$ cat src/rtl/read_d_streamer.sv
`default_nettype none
// ============================================================================
// read_d_streamer: walks the read/D(i) ROM from last_idx down to 0 and streams
// {idx, read, d, last} beats through a small FIFO. Macro READ_D_MONOTONIC_CHECK_EN
// adds the sticky o_d_err flag.      Revision: 1.0
// ============================================================================
module read_d_streamer #(
  parameter int ADDR_W = 8,
  parameter int D_W    = 8,
  parameter int DEPTH  = 4
) (
  input  logic              clk,
  input  logic              rst,
  input  logic              i_start,
  input  logic [ADDR_W-1:0] i_last_idx,
  output logic              o_busy,
  output logic              o_done,
  output logic              o_rom_ce,
  output logic [ADDR_W-1:0] o_rom_addr,
  input  logic [1:0]        i_rom_read_i,
  input  logic [D_W-1:0]    i_rom_d_i,
  output logic              o_out_valid,
  input  logic              i_out_ready,
  output logic [ADDR_W-1:0] o_out_idx,
  output logic [1:0]        o_out_read,
  output logic [D_W-1:0]    o_out_d,
  output logic              o_out_last
`ifdef READ_D_MONOTONIC_CHECK_EN
  ,
  output logic              o_d_err
`endif
);

  localparam int PTR_W = (DEPTH > 1) ? $clog2(DEPTH) : 1;
  localparam int CNT_W = $clog2(DEPTH + 1);
  localparam int ENT_W = ADDR_W + 2 + D_W + 1;
  localparam logic [ADDR_W-1:0] c_IDX_NONE = '1;

  typedef enum logic [1:0] {
    S_IDLE  = 2'd0,
    S_FETCH = 2'd1,
    S_DRAIN = 2'd2,
    S_DONE  = 2'd3
  } state_t;

  state_t             r_state;
  state_t             w_state_nxt;
  logic [ADDR_W-1:0]  r_idx;
  logic               r_done;
  logic [ENT_W-1:0]   r_mem [DEPTH];
  logic [PTR_W-1:0]   r_wptr;
  logic [PTR_W-1:0]   r_rptr;
  logic [CNT_W-1:0]   r_count;

  logic               w_empty;
  logic               w_full;
  logic               w_pop;
  logic               w_push;
  logic               w_start_ok;
  logic [ENT_W-1:0]   w_wdata;
  logic [ENT_W-1:0]   w_head;

  assign w_empty    = (r_count == '0);
  assign w_full     = (r_count == CNT_W'(DEPTH));
  assign w_pop      = !w_empty && i_out_ready;
  assign w_push     = (r_state == S_FETCH) && (!w_full || w_pop);
  assign w_start_ok = i_start && (r_state == S_IDLE);
  assign w_wdata    = {r_idx, i_rom_read_i, i_rom_d_i, (r_idx == '0)};
  assign w_head     = r_mem[r_rptr];

  always_comb begin
    w_state_nxt = r_state;
    unique case (r_state)
      S_IDLE: begin
        if (i_start) begin
          w_state_nxt = (i_last_idx == c_IDX_NONE) ? S_DONE : S_FETCH;
        end
      end
      S_FETCH: begin
        if (w_push && (r_idx == '0)) begin
          w_state_nxt = S_DRAIN;
        end
      end
      // Look ahead by one pop so done lands the cycle after the last beat leaves.
      S_DRAIN: begin
        if (w_empty || ((r_count == CNT_W'(1)) && w_pop)) begin
          w_state_nxt = S_DONE;
        end
      end
      S_DONE:  w_state_nxt = S_IDLE;
      default: w_state_nxt = S_IDLE;
    endcase
  end

  always_ff @(posedge clk) begin
    if (rst) begin
      r_state <= S_IDLE;
      r_idx   <= '0;
      r_done  <= 1'b0;
    end else begin
      r_state <= w_state_nxt;
      r_done  <= (r_state == S_DONE);
      if (w_start_ok) begin
        r_idx <= i_last_idx;
      end else if (w_push) begin
        r_idx <= r_idx - ADDR_W'(1);
      end
    end
  end

  always_ff @(posedge clk) begin
    if (rst) begin
      r_wptr  <= '0;
      r_rptr  <= '0;
      r_count <= '0;
      for (int k = 0; k < DEPTH; k++) begin
        r_mem[k] <= '0;
      end
    end else begin
      if (w_push) begin
        r_mem[r_wptr] <= w_wdata;
        r_wptr        <= r_wptr + PTR_W'(1);
      end
      if (w_pop) begin
        r_rptr <= r_rptr + PTR_W'(1);
      end
      unique case ({w_push, w_pop})
        2'b10:   r_count <= r_count + CNT_W'(1);
        2'b01:   r_count <= r_count - CNT_W'(1);
        default: r_count <= r_count;
      endcase
    end
  end

`ifdef READ_D_MONOTONIC_CHECK_EN
  logic [D_W-1:0] r_prev_d;
  logic           r_have_prev;
  logic           r_d_err;

  // D(i) must not grow as i descends; the first push of a run has no predecessor.
  always_ff @(posedge clk) begin
    if (rst) begin
      r_prev_d    <= '0;
      r_have_prev <= 1'b0;
      r_d_err     <= 1'b0;
    end else if (w_start_ok) begin
      r_have_prev <= 1'b0;
      r_d_err     <= 1'b0;
    end else if (w_push) begin
      if (r_have_prev && (i_rom_d_i > r_prev_d)) begin
        r_d_err <= 1'b1;
      end
      r_prev_d    <= i_rom_d_i;
      r_have_prev <= 1'b1;
    end
  end

  assign o_d_err = r_d_err;
`endif

  assign o_busy      = (r_state != S_IDLE);
  assign o_done      = r_done;
  assign o_rom_ce    = w_push;
  assign o_rom_addr  = w_push ? r_idx : c_IDX_NONE;
  assign o_out_valid = !w_empty;
  assign o_out_idx   = w_head[ENT_W-1 -: ADDR_W];
  assign o_out_read  = w_head[D_W+2 -: 2];
  assign o_out_d     = w_head[D_W:1];
  assign o_out_last  = w_head[0] && !w_empty;

endmodule
`default_nettype wire

$ cat config.mk
export PLATFORM = sky130hd
export DESIGN_NAME = read_d_streamer
export DESIGN_NICKNAME = d
export VERILOG_FILES = /design/src/rtl/read_d_streamer.sv
export SDC_FILE = /design/constraint.sdc
export NUM_CORES = 1
export LEC_CHECK = 0
export ABC_AREA = 1
export ABC_CLOCK_PERIOD_IN_PS = 3900
export CORE_ASPECT_RATIO = 1.5
export CORE_UTILIZATION = 56
export DETAILED_ROUTE_END_ITERATION = 8
export GPL_TIMING_DRIVEN = 1
export PLACE_DENSITY = 0.8
export SYNTH_ARGS = -nofsm -noshare
export SYNTH_HDL_FRONTEND = slang
export SYNTH_SLANG_ARGS = --single-unit
$ cat constraint.sdc
create_clock -name clk -period 3.9 [get_ports clk]
set_clock_uncertainty 0.15 [all_clocks]
set_input_delay 0.975 -clock clk [delete_from_list [all_inputs] [get_ports clk]]
set_output_delay 0.975 -clock clk [all_outputs]
set_load 0.01 [all_outputs]
# [Yosys cells after proc, flatten, opt, wreduce, memory -nomap -nowiden]
# Memories as Yosys holds them, arrays and structs flattened. A register that Yosys moved wholly into a read port is not among the register bits.
# Cells that the tools add are included.
[totals] ff_bits=18 ram_bits=76 inputBits=22 mem_count=1
[op_classes] n_addsub=5 eq_ne=11 n_mux=19 n_reduce_logical=18
[memory_table] memory="r_mem" depth=4 width=19 read_ports=1 rd_clocked_by_memory_dff=1 write_ports=4 line_no="50" rtl="logic [ENT_W-1:0] r_mem [DEPTH];"
[ops] operator="8-bit two-way mux" count=3
[ops] operator="19-bit two-way mux" count=1
[ops] operator="19-bit OR reduction" count=1
[ops] operator="2-bit two-way mux" count=7
[ops] operator="8-bit == test (second input constant)" count=1
[ops] operator="8-bit zero test" count=1
[ops] operator="2-bit case mux with 4 select lines" count=1
[ops] operator="8-bit by 1-bit subtractor with 8-bit output (second input constant)" count=1
[ops] operator="2-bit == test (second input constant)" count=3
[ops] operator="1-bit logical AND" count=6
[ops] operator="1-bit two-way mux" count=6
[ops] operator="3-bit case mux with 2 select lines" count=1
[ops] operator="2-bit nonzero test" count=3
[ops] operator="2-bit by 1-bit adder with 2-bit output (second input constant)" count=2
[ops] operator="2-bit by 1-bit == test with 1-bit output (second input constant)" count=2
[ops] operator="2-bit inequality test (second input constant)" count=2
[ops] operator="3-bit by 1-bit adder with 3-bit output (second input constant)" count=1
[ops] operator="3-bit by 1-bit == test with 1-bit output (second input constant)" count=1
[ops] operator="3-bit == test (second input constant)" count=1
[ops] operator="3-bit zero test" count=1
[ops] operator="3-bit AND reduction" count=1
[ops] operator="3-bit by 1-bit subtractor with 3-bit output (second input constant)" count=1
[ops] operator="1-bit zero test" count=2
[ops] operator="2-bit zero test" count=1
[ops] operator="2 further kinds" count=3

# [Longest topological paths before layout]
[depth] depth_word=10 mapped_depth=11 mapped_depth_nobuf=11

# [Least setup slack after synthesis]
# Ideal clock, no wire load.
[synth_timing] kind="input port to flip-flop" from="input i_out_ready" to="memory r_mem[3][0] (netlist name) (enable)" setup_time_ns=0.419 arrival_ns=2.865 required_ns=3.331 slack_ns=0.466 path_stages=5 n_path_buf=1 cell_sequence="nor2_1 > nor2_4 > buf_2 > nor2_1 > nor3_1"
[synth_rtl] item="start: declaration" line_no="23" rtl="input logic i_out_ready,"
[synth_rtl] item="end: declaration" line_no="50"

# [Final worst setup path]
[layout_timing] from="input i_out_ready" to="output o_rom_addr[0]"
[layout_via] elab_chain_len=4
[layout_lines] item="1-bit logical AND" line_no="65" rtl="assign w_pop = !w_empty && i_out_ready;"
[layout_lines] item="1-bit logical OR" line_no="66" rtl="assign w_push = (r_state == S_FETCH) && (!w_full || w_pop);"
[layout_lines] item="1-bit logical AND" line_no="66"
[layout_lines] item="8-bit two-way mux" line_no="164" rtl="assign o_rom_addr = w_push ? r_idx : c_IDX_NONE;"
[layout_lines] item="end: declaration" line_no="19" rtl="output logic [ADDR_W-1:0] o_rom_addr,"
# Every way passes these cells.

==> summary.txt <==
Final layout
  – Filler Cell Count: 600
  – N_diodes: 0
  – Register area: 2683 sq um
  – Area of the multi-input gates: 1506 sq um
  – Layout cells sized above 1: 6.044%
  – P&R area growth vs syn: 21.27%
  – Layout Nets: 574

Logic synthesis
  – Post-synth ARST share: 0%
  – Cell taking the most area after synthesis: edfxtp_1
  – Post-synth top flop: edfxtp_1
  – Number of synthesized flops with an enable pin: 76
  – Top cells by area, synth: edfxtp_1 (51%), nor2_1 (12%), dfxtp_1 (9.0%), o21ai_0 (5.2%), nand2_1 (5.1%)
  – Net Count, Synth: 519
  – Cell variety after synth: 24
  – Syn avg cell area: 9.163 sq um
  – Post-synthesis sequential area ratio: 60.24%
  – Syn Inst Count: 486
  – Share of the synthesized area in the top cell type: 51.25%
  – Synth Warn #: 0
  – Flop and latch count out of synthesis: 96
  – Synth Cell Area: 4453 sq um

Timing
  – Worst-Margin Slew: 718.8 ps
  – Final setup vio count: 0
  – Headroom to the max-slew limit: 52.01%
  – Final Hold Violating Endpoints: 0
  – Setup_tns: 0 ps
  – Final min period: 3608 ps
  – PnR worst setup slack: 291.9 ps
  – Fmax: 277.2 MHz
  – RSZ-0062 raised after global routing: false
  – Max Slew Vio Count: 0
  – Period utilization: 92.52%

Setup path
  – FF-to-FF setup slack: 1380 ps
  – Crit path required time: 2770 ps
  – Critical-path maximum fanout: 11
  – Reg2reg end: r_mem[1][15]
  – Arr. time, crit path: 2480 ps
  – Worst Setup End Kind: primary output
  – R2r worst-path depth: 11
  – Crit path kind: input port to primary output
  – Worst Setup Start Kind: input port
  – Reg-to-reg critical path startpoint: r_count[0]

Detailed routing
  – Routed len/inst: 14.65 um
  – Post-route DRC: 0
  – Routed vias/inst: 5.315
  – TritonRoute pass-1 iters: 5
  – Vias: 3444
  – Final WL: 9490 um
  – Initial DRC Count: 359
  – Post-route ant nets: 0

GRT
  – GR Layer Usage met2: 44.26%
  – Pin count of the biggest net entering global routing: 37
  – Met3 Use GR: 4.909%
  – Antenna violations before repair: 0
  – First-pass GRT wire length: 15240 um
  – GRT overflow: 0
  – GR peak layer: met2
  – Met1 Resource Use GR: 28.79%
  – Vias in the first global route: 3267
  – GRT Util Overall: 24.98%

Floorplanning
  – Die ar.: 8320 sq um
  – # rows: 39
  – Die height: 111.2 um
  – Die width: 74.81 um
  – Ports: 53
  – Initial core utilization: 58.13%
  – Core Region: 7661 sq um

Place
  – DP Wirelength: 6141 um
  – IO Port Bufs: 52
  – Setup WS pre-CTS: 293.5 ps
  – RD Place Congestion: 0.8033

Power and ir drop
  – Power per cell area: 673.8 nW/um^2
  – Pwr Total: 3.639 mW
  – Peak supply drop: 0.5311 mV
  – Pleak: 2.189 nW

Clock tree
  – CTS Buffer Depth: 2
  – Clock sinks: 96
  – Post-CTS Setup Bufs: 0
  – CTS Buf Count: 9
  – Reg clk slew, reported paths: 60 ps
  – Post-cts sizing count: 0
  – CTS tree: done
  – H-tree depth: 3
  – CTS root buffer: clkbuf_16
  – Worst-Skew Late Latency: 340 ps
  – Hold_buf cts: 0

Hold path
  – Depth of the worst hold-timing path: 2
  – Min-Delay Path Class: flip-flop to flip-flop
  – Worst Hold End: r_idx[1]
  – Hold Crit Start: r_idx[1]

Status
  – Run status: completed

Run
  – Max cap viols: 0
-- cells by family after synthesis --
| family | after synthesis | share of synthesized area, % |
|---|---|---|
| AND/OR/NAND/NOR | 227 | 20.23 |
| flip-flops | 96 | 60.24 |
| AO/OA/AOI/OAI | 80 | 9.609 |
| buffers and inverters | 68 | 6.041 |
| adder cells (fa/ha/maj) | 11 | 3.091 |
| XOR/XNOR | 4 | 0.7867 |
-- per-stage QoR --
step	hold WS [ps]	utilization [%]	std cells	instance area, sq um
3_5_place_dp	316.7	66.76	632	5115
6_report	327.1	70.49	648	5400
5_1_grt	351.2	70.49	648	5400
3_3_place_gp	308.6	66.76	632	5115
4_1_cts	331.8	70.49	648	5400
2_1_floorplan	293.5	-	486	4453
-- flip-flops by register name, indices dropped and copies added (netlist names), named ones only --
| name | count |
|---|---|
| r_mem | 76 |
| r_state | 2 |
| r_rptr | 2 |
| r_idx | 8 |
| r_count | 3 |
| r_wptr | 2 |
| o_done | 1 |
-- worst max-delay path, stage by stage --
cell	delay (ps)
clkdlybuf4s50_1	530
nor2_1	100
nor2_4	250
nand2_1	120
clkdlybuf4s50_1	500
-- cells in the mapped netlist (11+ instances only) --
cell type  instances
inv_1             44
nand3_1           15
nor2_1           143
ha_1              11
a21oi_1           12
nand2_1           60
clkbuf_1          11
o21ai_0           46
edfxtp_1          76
buf_2             11
o22ai_1           18
dfxtp_1           20
-- where the power goes --
group	leakage, nW	internal, mW	switching, mW
sequential	0.949	1.33	0.121
combinational	1.10	0.568	0.795
clock	0.142	0.484	0.342
-- placed cells by master, fill, tap and decap left out --
master / netlist / routed
nand4_1: 2 / 2
clkbuf_16: 0 / 10
edfxtp_1: 76 / 76
a21oi_1: 12 / 12
clkinv_1: 2 / 3
clkbuf_8: 0 / 1
clkbuf_1: 11 / 2
inv_1: 44 / 44
clkinv_2: 0 / 2
o21ai_1: 1 / 1
nor2_2: 2 / 2
ha_1: 11 / 11
nor2_4: 1 / 1
buf_4: 0 / 14
nand2_2: 1 / 1
nor3_2: 1 / 2
o21ai_0: 46 / 46
nand2_1: 60 / 60
and3_1: 1 / 1
clkdlybuf4s50_1: 0 / 52
o22ai_1: 18 / 18
xor2_1: 4 / 4
nand3_1: 15 / 15
o211ai_1: 1 / 1
nor2_1: 143 / 143
dfxtp_1: 20 / 20
a31oi_1: 2 / 2
-- routing by layer --
metal,vias to the layer above,part of all wire (%)
met5,-,0
met3,9,4.5
li1,1721,-
met4,0,1.0
met1,1615,39
met2,99,55
-- layout make-up --
| type | instances | area share (%) |
|---|---|---|
| Clock inverter | 3 | 0.2549 |
| Tap cell | 102 | 2.363 |
| Multi-Input combinational cell | 322 | 27.90 |
| Timing Repair Buffer | 66 | 11.58 |
| Clock buffer | 13 | 5.028 |
| Sequential cell | 96 | 49.68 |
| Inverter | 46 | 3.197 |
-- how the worst max path moves through the flow --
| stage | startpoint | endpoint | slack [ps] | depth (start not counted) |
|---|---|---|---|---|
| final | i_out_ready | o_rom_addr[0] | 290 | 5 |
| after global routing | flip-flop | o_out_idx[6] | 170 | 4 |
| after CTS | i_out_ready | o_rom_addr[0] | 280 | 5 |
| after detailed placement | i_out_ready | o_rom_addr[0] | 290 | 5 |
| after global placement | i_out_ready | o_rom_addr[0] | 320 | 5 |
| after floorplan | i_out_ready | r_mem[3][0] | 470 | 5 |
No activity file was read; power rests on OpenSTA's default activity.
